--- src/rtl/aes_roundkey_store_192_pkg.sv ---
// ---------------------------------------------------------------------------
// aes192_pkg
// Shared constants and types for the AES-192 round-key store.
//   NUM_RK       : number of round-key slots (initial key + 12 expanded)
//   RK_W         : width of one round key
//   KEY192_W     : width of the AES-192 cipher key
//   FILL_TIMEOUT : cycles after start before an incomplete fill is abandoned
//   state_t      : store FSM state
// ---------------------------------------------------------------------------
package aes192_pkg;

  localparam int NUM_RK       = 13;
  localparam int RK_W         = 128;
  localparam int KEY192_W     = 192;
  localparam int FILL_TIMEOUT = 20;

  localparam int IDX_W  = 4;
  localparam int WDOG_W = 5;

  typedef enum logic [1:0] {
    IDLE  = 2'd0,
    FILL  = 2'd1,
    READY = 2'd2
  } state_t;

  // Upstream round indices 1..NUM_RK-1 are writable; slot 0 is only ever
  // loaded from the cipher key itself.
  function automatic logic idx_legal(input logic [IDX_W-1:0] idx);
    return (idx != '0) && (idx <= IDX_W'(NUM_RK - 1));
  endfunction

endpackage

--- src/rtl/aes_roundkey_store_192_if.sv ---
// ---------------------------------------------------------------------------
// aes_roundkey_store_192_if
// Bundles the key-load, round-key stream and read port of the store.
//   master : key-schedule / cipher side (drives start, key, stream, reads)
//   slave  : the round-key store
// ---------------------------------------------------------------------------
interface aes_roundkey_store_192_if;
  import aes192_pkg::*;

  logic                start;
  logic [KEY192_W-1:0] key192;
  logic [RK_W-1:0]     skey_in;
  logic                skey_valid;
  logic [IDX_W-1:0]    skey_idx;
  logic                rd_en;
  logic [IDX_W-1:0]    rd_addr;
  logic [RK_W-1:0]     rd_data;
  logic                rd_valid;
  logic                rd_miss;
  logic                keys_ready;
  logic                fill_err;

  modport master (
    output start, key192, skey_in, skey_valid, skey_idx, rd_en, rd_addr,
    input  rd_data, rd_valid, rd_miss, keys_ready, fill_err
  );

  modport slave (
    input  start, key192, skey_in, skey_valid, skey_idx, rd_en, rd_addr,
    output rd_data, rd_valid, rd_miss, keys_ready, fill_err
  );

endinterface

--- src/rtl/aes_roundkey_store_192_regfile.sv ---
// ---------------------------------------------------------------------------
// aes_rk_regfile
// 13 x 128-bit round-key storage, one write port, one registered read port.
//   clk     : clock
//   i_we    : write enable
//   i_waddr : write slot
//   i_wdata : write data
//   i_re    : read enable; o_rdata updates on the following edge
//   i_raddr : read slot
//   o_rdata : raw slot contents (old value on a same-cycle write)
// ---------------------------------------------------------------------------
module aes_rk_regfile
  import aes192_pkg::*;
(
  input  logic             clk,
  input  logic             i_we,
  input  logic [IDX_W-1:0] i_waddr,
  input  logic [RK_W-1:0]  i_wdata,
  input  logic             i_re,
  input  logic [IDX_W-1:0] i_raddr,
  output logic [RK_W-1:0]  o_rdata
);

  logic [RK_W-1:0] r_mem [NUM_RK];
  logic [RK_W-1:0] r_q;

  // NOTE: the array has no reset on purpose -- it maps onto plain flops or
  // RAM; the owner's written-mask decides whether a slot's data is valid.
  always_ff @(posedge clk) begin
    // NOTE: non-blocking assignments make the read below see the pre-write
    // contents, giving read-old-value behaviour on a same-slot collision.
    if (i_we) r_mem[i_waddr] <= i_wdata;
    if (i_re) r_q <= r_mem[i_raddr];
  end

  assign o_rdata = r_q;

endmodule

--- src/rtl/aes_roundkey_store_192.sv ---
// ---------------------------------------------------------------------------
// aes_roundkey_store_192
// Captures the 13 AES-192 round keys (slot 0 from the cipher key, slots 1..12
// streamed from the expansion stage) and serves them on a 1-cycle read port.
//   clk   : clock, rising edge
//   reset : synchronous, active-high
//   bus   : slave side of aes_roundkey_store_192_if
//           start/key192          load slot 0 and begin a fill
//           skey_in/valid/idx     streamed round keys (accepted only in FILL)
//           rd_en/rd_addr         read request
//           rd_data/valid/miss    read result, one cycle later
//           keys_ready            all slots written, store locked
//           fill_err              sticky: bad index or fill timeout
// ---------------------------------------------------------------------------
module aes_roundkey_store_192
  import aes192_pkg::*;
(
  input  logic                    clk,
  input  logic                    reset,
  aes_roundkey_store_192_if.slave bus
);

  state_t              r_state;
  logic [NUM_RK-1:0]   r_mask;
  logic [WDOG_W-1:0]   r_wdog;
  logic                r_keys_ready;
  logic                r_fill_err;
  logic                r_rd_valid;
  logic                r_rd_miss;
  logic                r_rd_hit;

  logic                w_idx_ok;
  logic                w_fill_wr;
  logic                w_we;
  logic [IDX_W-1:0]    w_waddr;
  logic [RK_W-1:0]     w_wdata;
  logic [RK_W-1:0]     w_rdq;
  logic [NUM_RK-1:0]   w_mask_next;
  logic                w_rd_hit;

  assign w_idx_ok  = idx_legal(bus.skey_idx);
  // start wins over a stream beat arriving in the same cycle.
  assign w_fill_wr = (r_state == FILL) && bus.skey_valid && w_idx_ok && !bus.start;

  // Single write port shared by the key load (slot 0) and the stream.
  assign w_we    = !reset && (bus.start || w_fill_wr);
  assign w_waddr = bus.start ? '0 : bus.skey_idx;
  assign w_wdata = bus.start ? bus.key192[KEY192_W-1 -: RK_W] : bus.skey_in;

  // NOTE: every always_comb output gets a default first so no path leaves it
  // unassigned, which would otherwise infer a latch.
  always_comb begin
    w_mask_next = r_mask;
    if (w_fill_wr) w_mask_next = r_mask | (NUM_RK'(1) << bus.skey_idx);
  end

  // Shifting past bit 12 yields zero, so out-of-range addresses miss.
  assign w_rd_hit = |(r_mask & (NUM_RK'(1) << bus.rd_addr));

  aes_rk_regfile u_regfile (
    .clk     (clk),
    .i_we    (w_we),
    .i_waddr (w_waddr),
    .i_wdata (w_wdata),
    .i_re    (bus.rd_en),
    .i_raddr (bus.rd_addr),
    .o_rdata (w_rdq)
  );

  // Store FSM, written-mask and fill watchdog.
  always_ff @(posedge clk) begin
    if (reset) begin
      r_state      <= IDLE;
      r_mask       <= '0;
      r_wdog       <= '0;
      r_keys_ready <= 1'b0;
      r_fill_err   <= 1'b0;
    end else if (bus.start) begin
      r_state      <= FILL;
      r_mask       <= NUM_RK'(1);
      // The start cycle counts as the first cycle of the timeout window, so
      // an incomplete fill is abandoned exactly FILL_TIMEOUT cycles after it.
      r_wdog       <= WDOG_W'(1);
      r_keys_ready <= 1'b0;
      r_fill_err   <= 1'b0;
    end else begin
      case (r_state)
        FILL: begin
          r_mask <= w_mask_next;
          if (bus.skey_valid && !w_idx_ok) r_fill_err <= 1'b1;
          if (&w_mask_next) begin
            r_state      <= READY;
            r_keys_ready <= 1'b1;
          end else if (r_wdog == WDOG_W'(FILL_TIMEOUT - 1)) begin
            r_state    <= IDLE;
            r_fill_err <= 1'b1;
          end else begin
            r_wdog <= r_wdog + WDOG_W'(1);
          end
        end
        default: ;
      endcase
    end
  end

  // Read qualification uses the mask as it stands in the request cycle.
  always_ff @(posedge clk) begin
    if (reset) begin
      r_rd_valid <= 1'b0;
      r_rd_miss  <= 1'b0;
      r_rd_hit   <= 1'b0;
    end else begin
      r_rd_valid <= bus.rd_en;
      r_rd_miss  <= bus.rd_en && !w_rd_hit;
      r_rd_hit   <= bus.rd_en && w_rd_hit;
    end
  end

  // Unwritten slots hold stale or unknown data; only hits expose it.
  assign bus.rd_data    = r_rd_hit ? w_rdq : '0;
  assign bus.rd_valid   = r_rd_valid;
  assign bus.rd_miss    = r_rd_miss;
  assign bus.keys_ready = r_keys_ready;
  assign bus.fill_err   = r_fill_err;

endmodule

--- src/flat_wrapper.sv ---
// flat-port wrapper written by rule: the top's interface ports become plain ports
module aes_roundkey_store_192_flat import aes192_pkg::*;
  (clk, reset, bus_start, bus_key192, bus_skey_in, bus_skey_valid, bus_skey_idx, bus_rd_en, bus_rd_addr, bus_rd_data, bus_rd_valid, bus_rd_miss, bus_keys_ready, bus_fill_err);
  aes_roundkey_store_192_if bus_i ();
  input  logic clk;
  input  logic reset;
  input wire logic [$bits(bus_i.start)-1:0] bus_start;
  input wire logic [$bits(bus_i.key192)-1:0] bus_key192;
  input wire logic [$bits(bus_i.skey_in)-1:0] bus_skey_in;
  input wire logic [$bits(bus_i.skey_valid)-1:0] bus_skey_valid;
  input wire logic [$bits(bus_i.skey_idx)-1:0] bus_skey_idx;
  input wire logic [$bits(bus_i.rd_en)-1:0] bus_rd_en;
  input wire logic [$bits(bus_i.rd_addr)-1:0] bus_rd_addr;
  output wire logic [$bits(bus_i.rd_data)-1:0] bus_rd_data;
  output wire logic [$bits(bus_i.rd_valid)-1:0] bus_rd_valid;
  output wire logic [$bits(bus_i.rd_miss)-1:0] bus_rd_miss;
  output wire logic [$bits(bus_i.keys_ready)-1:0] bus_keys_ready;
  output wire logic [$bits(bus_i.fill_err)-1:0] bus_fill_err;
  assign bus_i.start = bus_start;
  assign bus_i.key192 = bus_key192;
  assign bus_i.skey_in = bus_skey_in;
  assign bus_i.skey_valid = bus_skey_valid;
  assign bus_i.skey_idx = bus_skey_idx;
  assign bus_i.rd_en = bus_rd_en;
  assign bus_i.rd_addr = bus_rd_addr;
  assign bus_rd_data = bus_i.rd_data;
  assign bus_rd_valid = bus_i.rd_valid;
  assign bus_rd_miss = bus_i.rd_miss;
  assign bus_keys_ready = bus_i.keys_ready;
  assign bus_fill_err = bus_i.fill_err;
  aes_roundkey_store_192 u_core (.clk(clk), .reset(reset), .bus(bus_i));
endmodule
--- config.mk ---
export PLATFORM = sky130hd
export DESIGN_NAME = aes_roundkey_store_192_flat
export DESIGN_NICKNAME = d
export VERILOG_FILES = /design/src/rtl/aes_roundkey_store_192_pkg.sv /design/src/rtl/aes_roundkey_store_192_if.sv /design/src/rtl/aes_roundkey_store_192_regfile.sv /design/src/rtl/aes_roundkey_store_192.sv /design/src/flat_wrapper.sv
export SDC_FILE = /design/constraint.sdc
export NUM_CORES = 2
export LEC_CHECK = 0
export BUFFER_PORTS_ARGS = -buffer_cell sky130_fd_sc_hd__buf_2
export CAP_MARGIN = 20
export CORE_MARGIN = 2
export CORE_UTILIZATION = 30
export DETAILED_ROUTE_END_ITERATION = 12
export PLACE_DENSITY_LB_ADDON = 0.2
export SLEW_MARGIN = 30
export SYNTH_ARGS = -nofsm -noshare
export SYNTH_HDL_FRONTEND = slang
export SYNTH_SLANG_ARGS = --single-unit
--- constraint.sdc ---
create_clock -name clk -period 16.6 [get_ports clk]
set_input_delay 3.32 -clock clk [delete_from_list [all_inputs] [get_ports clk]]
set_output_delay 3.32 -clock clk [all_outputs]
set_load 0.02 [all_outputs]
## Word level (Yosys, flattened, before mapping)

Memory sizes are Yosys's and may differ from the RTL's. A register that Yosys moved wholly into a read port is not among the register bits.
Cells that the tools add are included.

- Add/sub/neg operators: 1
- Order comparisons: 1
- Eq/ne operators: 4
- Shifts and indexed selects: 2
- Muxes and demuxes: 19
- Bitwise operators: 4
- Reductions and logical operators: 25

Operator list:

| operator | number |
|---|---|
| 2-to-1 mux 128 bit | 2 |
| left shift 1 x 4 -> 13 bit (first input constant) | 2 |
| AND reduction 14 bit | 1 |
| bitwise AND 13 bit | 1 |
| 2-to-1 mux 1 bit | 13 |
| 2-to-1 mux 13 bit | 1 |
| bitwise OR 13 bit | 1 |
| AND reduction 13 bit | 1 |
| OR reduction 13 bit | 1 |
| logical AND 1 bit | 8 |
| AND reduction 3 bit | 2 |
| adder 5 x 1 -> 5 bit (second input constant) | 1 |
| == test 5 bit (second input constant) | 1 |
| less-or-equal comparator 4 bit (second input constant) | 1 |
| logical NOT 1 bit | 4 |
| 2-to-1 mux 2 bit | 2 |
| 2-to-1 mux 4 bit | 1 |
| inequality test 2 bit (second input constant) | 2 |
| AND reduction 2 bit | 2 |
| nonzero test 2 bit | 2 |
| nonzero test 4 bit | 1 |
| nonzero test 3 bit | 1 |
| == test 2 x 1 -> 1 bit (second input constant) | 1 |
| NOT 1 bit | 2 |
| other kinds (2) | 2 |

- Register bits after elaboration: 25
- Memory bits (writable): 1664
- Bits of input ports: 333
- Word-level logic and storage cells: 68
- Memories kept: 1

Memories:

| name | words | bits a word | rd ports | clocked after memory_dff | write ports | line | source |
|---|---|---|---|---|---|---|---|
| u_core.u_regfile.r_mem | 13 | 128 | 1 | 1 | 1 | aes_roundkey_store_192_regfile.sv:24 | `logic [RK_W-1:0] r_mem [NUM_RK];` |

## Depth between registers and ports, before layout

- Depth after elaboration: 9
- Mapped depth: 10

## Cells and area by module

A second synthesis with hierarchy kept.

- Cell total of the unflattened synthesis: 3164
- Area, all modules: 69768.2 µm²

Modules (own cells, without submodules):

| module | instances | cells each | area each (µm²) |
|---|---|---|---|
| aes_rk_regfile | 1 | 2727 | 66148.4 |
| aes_roundkey_store_192 | 1 | 437 | 3619.7 |

## Worst setup path after synthesis

No wires, ideal clock.

- Path kind: input to register
- From: in reset
- To: mem u_core.u_regfile.r_mem[1][0] (enable)
- Data arrival time: 16.712 ns
- Slack: -1.087 ns
- Cell stages on the path: 2
- Buffers on the path: 1
- Cell sequence: buf_1 -> nor4b_1

- Cells in the longest elaborated chain, start to end: 4

RTL lines:

| element | line | source |
|---|---|---|
| start, declared | flat_wrapper.sv:6 | `input logic reset;` |
| logical NOT 1 bit | aes_roundkey_store_192.sv:46 | `assign w_we = !reset && (bus.start \|\| w_fill_wr);` |
| logical AND 1 bit | aes_roundkey_store_192.sv:46 |  |
| 2-to-1 mux 1 bit | aes_roundkey_store_192_regfile.sv:32 | `if (i_we) r_mem[i_waddr] <= i_wdata;` |
| 2-to-1 mux 1 bit (implied by the code) | aes_roundkey_store_192_regfile.sv:32 |  |
| end, declared | aes_roundkey_store_192_regfile.sv:24 |  |

Every way passes these cells.

## Worst setup path after layout

- From: reg u_core.r_rd_hit
- To: out bus_rd_data[56]

- Cells in the longest elaborated chain, start to end: 1

RTL lines:

| element | line | source |
|---|---|---|
| start, declared | aes_roundkey_store_192.sv:30 | `logic r_rd_hit;` |
| start signal, assigned | aes_roundkey_store_192.sv:115 | `r_rd_hit <= bus.rd_en && w_rd_hit;` |
| 2-to-1 mux 128 bit | aes_roundkey_store_192.sv:120 | `assign bus.rd_data = r_rd_hit ? w_rdq : '0;` |
| end, declared | flat_wrapper.sv:14 | `output wire logic [$bits(bus_i.rd_data)-1:0] bus_rd_data;` |

Every way passes these cells.

==> flow_summary.ini <==
[status]
status = completed

[place]
place_area_mm2 = 0.0755
dp_cells = 6219
portBuffers = 400
gp_congestion = 0.688
dp_hpwl_mm = 90.3

[worst_setup_path]
cp_slowest_cell = dfxtp_4
endpoint_kind = output port
crit_fanout = 50
rr_worst_depth = 8
r2r_end = u_core.u_regfile.r_mem[10][71]$_DFFE_PP_
worstSetupPathType = flip-flop to output port
worst_ep_arrival_time_ns = 3.73
path_cells = buf_4 > buf_4 > and2_1 > buf_2
r2r_slack_ns = 12.95
cpMostUsedCell = buf_4
required_ns = 13.28
crit_path_end = bus_rd_data[56]
cp-start-kind = flip-flop
startpoint = u_core.r_rd_hit$_SDFF_PP0_
cp_slowest_stage_delay_ns = 0.75
r2r-start = u_core.r_state[0]$_SDFFE_PP0P_

[drt]
drt-total-wl_mm = 178
drtIter0Drc = 2317
vias = 31623
remaining_drc_errors = 0
wire_per_inst_um = 27.0
drtPass1Iterations = 5
ant_nets = 0
viasPerCell = 4.80

[cts]
clock_path_buffers = 3
cts_resized = 0
cts_made_buffers = 199
cts_tree = yes
post-cts-setup-buffers = 0
clkTransAtPathRegs_ns = 0.06
cts_root_buf = clkbuf_16
clk_latency_ns = 0.84
h-tree-depth = 4
clock-sinks = 1817
hold_buffers = 0

[floorplanning]
die_h_um = 485
fp.coreArea_mm2 = 0.230
die_w_um = 485
initial_utilization = 0.302
rows = 176
dieArea_mm2 = 0.236
io_pins = 465

[layout]
fin_util = 0.356
fill_cells = 21182
mostFrequentLayoutCells = 1,792 x edfxtp_1, 512 x mux4_2, 394 x buf_2
multiInputGateArea_mm2 = 0.0147
area_delta_synth_final_pct = 17.8
regArea_mm2 = 0.0543
instances_no_fill = 6594
nNetsFinal = 3730
final_area_mm2 = 0.0818
drive_gt1_frac = 0.395
final_common_cell = edfxtp_1

[sta]
setup_tns_ns = 0
max_slew_margin = 0.298
hold_viol = 0
tightest_slew_ns = 1.05
finalMaxSlewViolations = 0
finClkSkew_ns = 0.0405
max_freq_mhz = 142
rsz0062_at_grt = false
finalSetupViolCount = 0
post-route-period-util = 0.424
period_needed_ns = 7.05

[power_and_ir_drop]
p_leak_nw = 26.2
p_per_area_mw_per_mm2 = 121
vdd.ir_drop.worst_uv = 85.1

[global_route]
overflow = 0
grt_max_degree = 126
grt_pass1_vias = 34161
grt_usage = 0.150
antenna_found_initial = 9
grt_pass1_wl_mm = 253

[run]
maxCapViolCount = 0

[hold_path]
hp-class = flip-flop to flip-flop

[synthesis]
synth-seq-area-share = 0.781
syn_area_mm2 = 0.0695
syn_avg_cell_area_um2 = 24.2
yosysWarnings = 0
synthCells = 2877
ys_seq_elements = 1817
syn_nets = 3211
ys.flop_type = edfxtp_1
synth_edf_count = 1792
synth-async-reset-ratio = 0
synth.distinct_cells = 46
-- stage by stage --
| stage | setup slack (ns) | hold WS, ns | total power, mW |
|---|---|---|---|
| 3_3_place_gp | 8.51 | 0.461 | 5.76 |
| 6_report | 9.55 | 0.470 | 9.89 |
| 3_5_place_dp | 8.82 | 0.457 | 5.77 |
| 4_1_cts | 9.23 | 0.467 | 10.0 |
| 5_1_grt | 9.24 | 0.500 | 10.2 |
| 2_1_floorplan | 3.20 | 0.439 | 5.57 |
-- layer usage --
metal / track usage / part of all wire
met5: 0 / 0
met1: 0.195 / 0.43
met4: 0.0451 / 0.022
met3: 0.0211 / 0.035
met2: 0.261 / 0.51
-- kinds of logic after synthesis --
logic type	after synthesis	share of synthesized area
AND/OR/NAND/NOR	221	0.0189
AO/OA/AOI/OAI	36	0.00328
adder cells (fa/ha/maj)	1	0.000180
flip-flops	1817	0.781
multiplexers	647	0.188
buffers and inverters	155	0.00859
-- report_power, final --
group	switching (mW)	internal (mW)
clock network	1.86	2.37
logic	0.285	0.206
registers	0.0190	5.15
total	2.16	7.72
-- critical path: cells and delay by family (launching register included) --
kind	cells	cell delay (ns)
buffers and inverters	3	1.64
DFF	1	0.75
and+or+nand+nor	1	0.40
-- area by class of cell --
cell class                      instances  area share
Inverter                                1   0.0000459
Sequential cell                      1817       0.664
Antenna cell                            8    0.000245
Multi-Input combinational cell        905       0.180
Tap cell                             3026      0.0463
Clock buffer                          247      0.0638
Timing Repair Buffer                  472      0.0337
Clock inverter                        118      0.0127
-- cell usage after synthesis, drive strengths merged, types with 2 or more instances --
library cell | count | area (um2)
nor2 | 32 | 120
o21ai | 8 | 40.0
a32oi | 2 | 17.5
buf | 59 | 236
nor2b | 10 | 62.6
a21oi | 13 | 65.1
nand3 | 3 | 15.0
dfxtp | 25 | 500
nor3 | 5 | 25.0
or2 | 2 | 12.5
mux4 | 512 | 11500
and2 | 132 | 828
a31oi | 5 | 31.3
edfxtp | 1792 | 53800
nand2 | 12 | 45.0
clkbuf | 95 | 357
nand4 | 4 | 25.0
a211oi | 2 | 20.0
mux2i | 5 | 50.1
and3 | 3 | 18.8
nand2b | 5 | 31.3
or3 | 3 | 18.8
mux2 | 130 | 1460
-- how the worst min path moves through the flow --
| stage | startpoint | slack [ns] | cells after the start | endpoint |
|---|---|---|---|---|
| after floorplan | u_core.r_mask[12]$_SDFFE_PP0N_ | 0.44 | 2 | u_core.r_mask[12]$_SDFFE_PP0N_ |
| after global placement | u_core.r_mask[12]$_SDFFE_PP0N_ | 0.46 | 2 | u_core.r_mask[12]$_SDFFE_PP0N_ |
| after detailed placement | u_core.r_mask[12]$_SDFFE_PP0N_ | 0.46 | 2 | u_core.r_mask[12]$_SDFFE_PP0N_ |
| after CTS | u_core.r_mask[12]$_SDFFE_PP0N_ | 0.47 | 2 | u_core.r_mask[12]$_SDFFE_PP0N_ |
| after global routing | u_core.r_mask[12]$_SDFFE_PP0N_ | 0.50 | 2 | u_core.r_mask[12]$_SDFFE_PP0N_ |
| final | u_core.r_mask[12]$_SDFFE_PP0N_ | 0.47 | 2 | u_core.r_mask[12]$_SDFFE_PP0N_ |
-- flip-flops by register name, summed over array words and instances (netlist names) --
name	cells
u_core.bus.keys_ready	1
u_core.bus.rd_valid	1
u_core.bus.fill_err	1
u_core.u_regfile.r_mem	1664
u_core.u_regfile.o_rdata	128
u_core.r_state	2
u_core.r_rd_hit	1
u_core.bus.rd_miss	1
u_core.r_wdog	5
u_core.r_mask	13
No activity file was read; power rests on OpenSTA's default activity.
